`config.mk`:
```
export PLATFORM = sky130hd
export DESIGN_NAME = bus_arbiter_8way16
export DESIGN_NICKNAME = d
export VERILOG_FILES = /design/src/rtl/bus_arbiter_8way16.sv
export SDC_FILE = /design/constraint.sdc
export NUM_CORES = 1
export LEC_CHECK = 0
export CAP_MARGIN = 20
export CORE_MARGIN = 2
export CORE_UTILIZATION = 38
export CTS_BUF_LIST = sky130_fd_sc_hd__clkbuf_2 sky130_fd_sc_hd__clkbuf_4 sky130_fd_sc_hd__clkbuf_8
export DETAILED_ROUTE_END_ITERATION = 10
export PLACE_DENSITY = 0.81
export SKIP_CTS_REPAIR_TIMING = 1
export SYNTH_ARGS = -nofsm -noshare
export SYNTH_HDL_FRONTEND = slang
export SYNTH_SLANG_ARGS = --single-unit
```
`constraint.sdc`:
```
create_clock -name clk -period 7 [get_ports clk]
set_clock_uncertainty 0.1 [all_clocks]
set_input_delay 1.4 -clock clk [delete_from_list [all_inputs] [get_ports clk]]
set_output_delay 1.4 -clock clk [all_outputs]
set_load 0.01 [all_outputs]
```
`src/rtl/bus_arbiter_8way16.sv`:
```
// bus_arbiter_8way16: round-robin arbiter that funnels eight 16-bit requesters
// into one registered output word with a valid/ready handshake. The registered
// source select (sel) doubles as the source ID of the word held in out.
module bus_arbiter_8way16 (
  input  logic        clk,
  input  logic        reset,
  input  logic [7:0]  req,
  input  logic [15:0] a,
  input  logic [15:0] b,
  input  logic [15:0] c,
  input  logic [15:0] d,
  input  logic [15:0] e,
  input  logic [15:0] f,
  input  logic [15:0] g,
  input  logic [15:0] h,
  output logic [7:0]  ack,
  output logic [15:0] out,
  output logic [2:0]  sel,
  output logic        out_valid,
  input  logic        out_ready
);

  // The output register is either empty or holding an unconsumed word.
  typedef enum logic {
    ST_EMPTY = 1'b0,
    ST_FULL  = 1'b1
  } state_t;

  state_t      state_q;
  state_t      state_d;
  logic [2:0]  ptr_q;
  logic [2:0]  ptr_d;
  logic [15:0] out_q;
  logic [15:0] out_d;
  logic [2:0]  sel_q;
  logic [2:0]  sel_d;

  logic        can_load_s;
  logic        grant_s;
  logic        hit_s;
  logic [2:0]  winner_s;
  logic [15:0] win_data_s;
  logic [7:0]  ack_s;

  // Scan ptr, ptr+1, ... ptr+7 (mod 8) and return {found, index} of the first
  // requester with req set. The loop runs downwards so the lowest offset wins.
  function automatic logic [3:0] pick_winner(input logic [7:0] req_v,
                                             input logic [2:0] ptr_v);
    logic [3:0] res;
    logic [2:0] idx;
    res = 4'd0;
    for (int k = 7; k >= 0; k--) begin
      idx = ptr_v + k[2:0];
      if (req_v[idx]) begin
        res = {1'b1, idx};
      end else begin
        res = res;
      end
    end
    return res;
  endfunction

  // Round-robin winner search, purely from req and the priority pointer.
  always_comb begin
    logic [3:0] pick;
    pick     = pick_winner(req, ptr_q);
    hit_s    = pick[3];
    winner_s = pick[2:0];
  end

  // Source mux: word of the current winner (same select an 8-way mux uses).
  always_comb begin
    win_data_s = 16'h0000;
    case (winner_s)
      3'd0:    win_data_s = a;
      3'd1:    win_data_s = b;
      3'd2:    win_data_s = c;
      3'd3:    win_data_s = d;
      3'd4:    win_data_s = e;
      3'd5:    win_data_s = f;
      3'd6:    win_data_s = g;
      3'd7:    win_data_s = h;
      default: win_data_s = 16'h0000;
    endcase
  end

  // A load is possible when the register is empty or is being drained now;
  // nothing is granted while reset is asserted so a reset cycle never acks.
  always_comb begin
    if (state_q == ST_EMPTY) begin
      can_load_s = 1'b1;
    end else begin
      can_load_s = out_ready;
    end
    grant_s = can_load_s & hit_s & ~reset;
  end

  // State register: handshake state, priority pointer and output word.
  always_ff @(posedge clk) begin
    if (reset) begin
      state_q <= ST_EMPTY;
      ptr_q   <= 3'd0;
      out_q   <= 16'h0000;
      sel_q   <= 3'd0;
    end else begin
      state_q <= state_d;
      ptr_q   <= ptr_d;
      out_q   <= out_d;
      sel_q   <= sel_d;
    end
  end

  // Next-state logic: capture on grant, empty on drain-without-request,
  // otherwise hold (covers the stalled FULL case and idle EMPTY cycles).
  always_comb begin
    state_d = state_q;
    ptr_d   = ptr_q;
    out_d   = out_q;
    sel_d   = sel_q;
    case (state_q)
      ST_EMPTY: begin
        if (grant_s) begin
          state_d = ST_FULL;
          ptr_d   = winner_s + 3'd1;
          out_d   = win_data_s;
          sel_d   = winner_s;
        end else begin
          state_d = ST_EMPTY;
        end
      end
      ST_FULL: begin
        if (grant_s) begin
          state_d = ST_FULL;
          ptr_d   = winner_s + 3'd1;
          out_d   = win_data_s;
          sel_d   = winner_s;
        end else if (out_ready) begin
          state_d = ST_EMPTY;
        end else begin
          state_d = ST_FULL;
        end
      end
      default: begin
        state_d = ST_EMPTY;
      end
    endcase
  end

  // Output logic: one-hot acknowledge in the same cycle as the capture.
  always_comb begin
    if (grant_s) begin
      ack_s = 8'd1 << winner_s;
    end else begin
      ack_s = 8'd0;
    end
  end

  assign ack       = ack_s;
  assign out       = out_q;
  assign sel       = sel_q;
  assign out_valid = (state_q == ST_FULL);

endmodule

```
==> metrics.yaml, run 1 <==
outcome: "completed"
grt_setup_unrepaired: "false"
synthArstFlopShare_pct: 0
post-route-drc-count: 0
setup_viol_count_final: 0
boundaryPins: 167
finalCriticalPeriod_ns: 6.71
clk_transition_reported_paths_ns: 0.09
vias_per_cell: 6.17
core_region_area_um2: 6720
starting_density_pct: 38.8
max_slew_margin_pct: 42.6
path_class: "primary input to primary output"
routed_via_count: 3434
clock_buffers_created_by_tritoncts: 3
syn_area_um2: 2610
dieHeight_um: 86.9
leakagePower_nw: 1.71
share_of_the_synthesized_area_in_the_top_cell_type_pct: 17.6
first_pass_iters: 8
clock_tree_from_tritoncts: "yes"
layout-drive-gt1-share_pct: 9.22
post_synth_inst_count: 324
portBuffers: 166
synth_edf_count: 0
layout.nets: 625
wl_um: 11100
max_buffers_root_to_sink: 2
grt_start_max_net_pins: 26
area_growth_pct: 67.2
die-width_um: 86.9
synth_warnings: 0
grt_use_total_pct: 27.8
yosys-top-cells-area: "dfxtp_1 18%, a22oi_1 7.2%, mux4_2 6.9%"
class_of_the_worst_hold_path: "flip-flop to flip-flop"
clock_sink_count: 23
cts_max_level: 1
syn-num-nets: 471
dpl.hpwl_um: 8490
drt_iter0_markers: 218
avgSynthCellArea_um2: 8.05
crit_share_post_route_pct: 95.9
antenna_found_initial: 0
fin_tns_setup_ns: 0
first_global_vias: 3263
clk_latency_ns: 0.28
placement_rows: 30
final_antenna_net_count: 0
ir_drop_mv: 0.276
synthDistinctLibCells: 59
layout_setup_ws_ns: 0.287
grt_pass1_wl_um: 16500
place_worst_setup_slack_ns: 0.235
cp-start-kind: "primary input"
max_freq_mhz: 149
avg_wl_per_cell_um: 19.9
hold_slack_ns: 0.351
fp.dieArea_um2: 7540
cts.root.buffer_cell: "clkbuf_8"
max_cap_violations: 0
worstPathArrival_ns: 5.21
synth_top_flop_cell: "dfxtp_1"
synth_seq_cells: 23
pins_over_their_slew_limit: 0
antennaDiodeCount: 0
power.density_nw_per_um2: 523
max_slew.worst_pin.slew_ns: 0.856
total_grt_overflow: 0
cp-end-kind: "primary output"
gp_congestion: 0.931
number_of_endpoints_with_negative_hold_slack_in_the_final_report: 0
critical_path.max_fanout: 9
synth_top_cell_by_area: "dfxtp_1"
worst-endpoint-required_ns: 5.50
seq_area_frac_synth_pct: 17.6
cells by family (layout without fill, tap and decap cells):
logic type / after synthesis / count (layout) / synth area share (%)
AOI/OAI and AO/OA: 123 / 123 / 35.8
xor gates and xnor gates: 5 / 5 / 1.68
adders and majority gates: 8 / 8 / 3.84
buffers and inverters: 37 / 190 / 7.10
DFF: 23 / 23 / 17.6
muxes: 23 / 23 / 13.8
and+or+nand+nor: 105 / 105 / 20.1
critical path, stage by stage:
cell             delay [ns]
clkdlybuf4s50_1        0.48
mux4_1                 0.65
mux2_2                 0.40
or4b_2                 0.65
o211ai_1               0.11
a32oi_1                0.14
ha_1                   0.29
inv_1                  0.07
nor2_1                 0.06
and2_2                 0.29
and2_1                 0.18
clkdlybuf4s50_1        0.47
cell usage after synthesis (7+ instances only):
cell type  number
a22oi_1        25
nand2_1        25
nor2_1         25
dfxtp_1        23
nand3_1        13
o21ai_0        13
a21oi_1        12
and3_1         12
a221o_1        11
clkbuf_1       11
buf_2          10
a31oi_1         9
ha_1            8
mux2_2          8
mux4_2          8
a211o_1         7
a222oi_1        7
o21ai_1         7
o32ai_1         7
layout by cell type (no fill, tap or decap), types with 9 or more instances in the layout:
| master | synthesis | routed |
|---|---|---|
| buf_4 | 1 | 11 |
| a221o_1 | 11 | 11 |
| a21oi_1 | 12 | 12 |
| a22oi_1 | 25 | 25 |
| nand3_1 | 13 | 13 |
| a31oi_1 | 9 | 9 |
| and3_1 | 12 | 12 |
| o21ai_0 | 13 | 13 |
| nand2_1 | 25 | 25 |
| dfxtp_1 | 23 | 23 |
| nor2_1 | 25 | 25 |
| clkdlybuf4s50_1 | 0 | 166 |
registers in the layout, summed over array words and instances, names as in the netlist:
signal	count
out	16
ptr_q	3
sel	3
out_valid	1
power breakdown:
group | switching, mW | leakage (nW) | internal (mW)
logic | 1.08 | 1.49 | 0.889
registers | 0.0303 | 0.191 | 0.185
clock network | 0.0520 | 0.0255 | 0.0401
routing by layer:
layer | global-route usage, % | vias to the layer above | routed length (um)
met5 | 0 | - | 0
met4 | 11.2 | 0 | 426
met1 | 34.2 | 1612 | 4250
met2 | 47.0 | 194 | 5420
met3 | 5.97 | 40 | 986
li1 | - | 1588 | -
area by class of cell:
cell class,count,area [um2]
fill,555,2360
multi-input combinational,264,1970
timing repair buffer,178,1760
sequential,23,460
tap,80,100
clock buffer,3,41.3
inverter,8,30.0
clock inverter,1,5.00
final timing paths:
| kind | from | end | slack (ns) | cells after the start |
|---|---|---|---|---|
| setup / recovery | req[0] | ack[4] | 0.29 | 12 |
| hold / removal | out[11]$_SDFFE_PP0N_ | out[11]$_SDFFE_PP0N_ | 0.35 | 2 |
| setup reg to reg | ptr_q[1]$_SDFFE_PP0N_ | out[5]$_SDFFE_PP0N_ | 1.54 | 18 |
| hold reg to reg | out[11]$_SDFFE_PP0N_ | out[11]$_SDFFE_PP0N_ | 0.35 | 2 |
metrics by stage:
step	cell area, um2	util [%]	power [mW]	instances
3_5_place_dp	4300	64.0	2.16	552
5_1_grt	4360	64.9	2.46	557
6_report	4360	64.9	2.28	557
4_1_cts	4350	64.7	2.25	556
3_3_place_gp	4300	64.0	2.12	552
2_1_floorplan	2610	-	1.62	324
Note: power is estimated with default switching activity, not from simulation.
==> inputs of run 2 (changes only) <==
--- a/config.mk
+++ b/config.mk
@@ -7,10 +7,10 @@
 export LEC_CHECK = 0
 export CAP_MARGIN = 20
 export CORE_MARGIN = 2
-export CORE_UTILIZATION = 38
+export CORE_UTILIZATION = 41
 export CTS_BUF_LIST = sky130_fd_sc_hd__clkbuf_2 sky130_fd_sc_hd__clkbuf_4 sky130_fd_sc_hd__clkbuf_8
 export DETAILED_ROUTE_END_ITERATION = 10
-export PLACE_DENSITY = 0.81
+export PLACE_DENSITY = 0.87
 export SKIP_CTS_REPAIR_TIMING = 1
 export SYNTH_ARGS = -nofsm -noshare
 export SYNTH_HDL_FRONTEND = slang
==> constraint.sdc (replaced) <==
create_clock -name clk -period 8.21 [get_ports clk]
set_clock_uncertainty 0.1 [all_clocks]
set_input_delay 1.642 -clock clk [delete_from_list [all_inputs] [get_ports clk]]
set_output_delay 1.642 -clock clk [all_outputs]
set_load 0.01 [all_outputs]
==> run 2 against run 1 <==
Compared with the run above: flip-flop and latch count is the same; non-clock buffer count is 5 lower; count of clock-buffer cells in the layout up 1; first-iteration DRC count rose by 55%; via count up 0.12%.
==> metrics.yaml, run 2 (same netlist as run 1, synthesis figures left out) <==
starting_density_pct: 41.8  # +3.0 points
number_of_endpoints_with_negative_hold_slack_in_the_final_report: 0  # unchanged
routed_via_count: 3438  # +0.12%
layout.nets: 620  # -0.80%
placement_rows: 29  # -3.3%
clock_buffers_created_by_tritoncts: 3  # unchanged
grt.met2_usage_pct: 54.2  # +7.2 points
critical-path-max-stage-delay_ns: 0.66  # about the same
die-width_um: 83.8  # -3.6%
avg_wl_per_cell_um: 20.5  # +2.9%
max_slew.worst_pin.slew_ns: 0.873  # +0.0170 ns
first_global_vias: 3355  # +2.8%
placed_area_um2: 4260  # -0.96%
globalRoute.busiestLayer: "met2"
grt_start_max_net_pins: 31  # +19%
min_delay_path_depth: 2  # unchanged
place_worst_setup_slack_ns: 0.648  # +0.413 ns
layout_setup_ws_ns: 0.585  # +0.298 ns
antennaDiodeCount: 0  # unchanged
critical_path_buf_inv_count: 3  # unchanged
largest_register_ffs: 16  # unchanged
worst_r2r_startpoint: "ptr_q[0]$_SDFFE_PP0N_"
max_buffers_root_to_sink: 2  # unchanged
max_freq_mhz: 131
sequential_cell_area_um2: 460  # unchanged
postLayoutCellArea_um2: 4320  # -0.92%
outcome: "completed"
drt_iter0_markers: 337  # +55%
path_delay_family: "buffers and inverters"
path_cells: "clkdlybuf4s50_1 > mux4_1 > mux2_2 > a31oi_1 > o211a_1 > o211ai_1 > a32oi_1 > ha_1 > inv_1 > nor2_1 > and2_1 > and2_1 > clkdlybuf4s50_1"
grt_use_met3_pct: 5.14  # -0.83 points
portBuffers: 166  # unchanged
cts_max_level: 1  # unchanged
min-delay-start: "out[3]$_SDFFE_PP0N_"
final_antenna_net_count: 0  # unchanged
regToRegEndpoint: "out[6]$_SDFFE_PP0N_"
worst-endpoint-required_ns: 6.47  # +0.97 ns
finalCriticalPeriod_ns: 7.62
wl_um: 11200  # +1.5%
grt_pass1_wl_um: 17200  # +4.4%
gp_congestion: 0.983  # +5.6%
met1_use_gr_pct: 36.9  # +2.7 points
ir_drop_mv: 0.322  # +17%
fill_cells: 509  # -8.3%
power.density_nw_per_um2: 443  # -15%
crit_share_post_route_pct: 92.9
fin_tns_setup_ns: 0  # unchanged
timing.hold.worst_endpoint: "out[3]$_SDFFE_PP0N_"
multiInputGateArea_um2: 1970  # about the same
dpl.hpwl_um: 8670  # +2.1%
clk_latency_ns: 0.27  # about the same
area_growth_pct: 65.7
vias_per_cell: 6.26  # +1.6%
worstPathArrival_ns: 5.88  # +0.67 ns
first_pass_iters: 5  # -3
total_grt_overflow: 0  # unchanged
grt_use_total_pct: 30.7  # +2.9 points
layout_commonest_cell: "clkdlybuf4s50_1"
layout-drive-gt1-share_pct: 8.05  # -1.2 points
pins_over_their_slew_limit: 0  # unchanged
clock_tree_from_tritoncts: "yes"
post-route-drc-count: 0  # unchanged
crit_slowest_cell: "mux4_1"
max_cap_violations: 0  # unchanged
setup.reg_to_reg.worst_slack_ns: 2.41  # +0.87 ns
class_of_the_worst_hold_path: "flip-flop to flip-flop"
cp-end-kind: "primary output"
leakagePower_nw: 1.68  # -1.5%
max_slew_margin_pct: 41.5  # -1.1 points
worst_r2r_path_depth: 17  # -1
cts.root.buffer_cell: "clkbuf_8"
cp-start-kind: "primary input"
path_class: "primary input to primary output"
grt_setup_unrepaired: "false"
clk_transition_reported_paths_ns: 0.08  # about the same
fp.dieArea_um2: 7020  # -7.0%
core_region_area_um2: 6240  # -7.1%
critical_path.max_fanout: 10  # +1
layout.cells.most_common_list: "166 x clkdlybuf4s50_1, 25 x nand2_1, 25 x a22oi_1, 25 x nor2_1, 23 x dfxtp_1"
clock_sink_count: 23  # unchanged
antenna_found_initial: 0  # unchanged
dieHeight_um: 83.8  # -3.6%
boundaryPins: 167  # unchanged
setup_viol_count_final: 0  # unchanged
[run 2: changes by cell type in the layout (fill, tap and decap cells not counted), sizes merged]
cell,previous run,this run
buf,12,7
clkbuf,3,4
clkinv,2,1
[run 2: layout make-up]
class | count | share of cell area [%]
Multi-Input combinational cell | 264 | 45.5
Clock buffer | 4 | 1.13
Inverter | 8 | 0.695
Timing Repair Buffer | 173 | 39.8
Sequential cell | 23 | 10.7
Tap cell | 77 | 2.23
[run 2: where the power goes]
group | leakage [nW] | total [mW] | internal (mW) | switching, mW
Combinational | 1.46 | 1.63 | 0.731 | 0.902
Clock | 0.0262 | 0.0772 | 0.0381 | 0.0391
Sequential | 0.191 | 0.205 | 0.158 | 0.0465
Total | 1.68 | 1.92 | 0.927 | 0.988
[run 2: layer usage]
layer / up-vias / routed length, um
li1: 1575 / -
met1: 1586 / 4220
met2: 241 / 5550
met3: 36 / 1010
met4: 0 / 463
met5: - / 0
[run 2: how the worst max path moves through the flow]
stage	startpoint	endpoint	depth (start not counted)
floorplan	req[0]	ack[3]	11
global placement	req[0]	ack[4]	13
detailed placement	req[0]	ack[4]	13
CTS	req[0]	ack[4]	13
global route	req[0]	ack[4]	13
finish	req[0]	ack[4]	13
[run 2: worst reg2reg max path, cell delays in order, from the launching register on]
cell and delay (ns):
dfxtp_1 0.71, inv_1 0.20, ha_1 0.54, mux4_1 0.47, mux2_2 0.39, a31oi_1 0.21, o211a_1 0.19, o211ai_1 0.10
a32oi_1 0.35, inv_1 0.12, ha_1 0.25, ha_1 0.20, buf_4 0.22, nor4_1 0.46, a21boi_2 0.77, a221o_1 0.25
o32ai_1 0.09, o21ai_1 0.13
[run 2: through the flow]
step / std cells / total power, mW / hold WS (ns) / utilization [%]
CTS: 548 / 1.89 / 0.362 / 69.1
global route: 549 / 2.06 / 0.383 / 69.2
detailed placement: 544 / 1.80 / 0.345 / 68.3
global placement: 544 / 1.77 / 0.338 / 68.3
floorplan: 324 / 1.38 / 0.373 / -
finish: 549 / 1.92 / 0.356 / 69.2
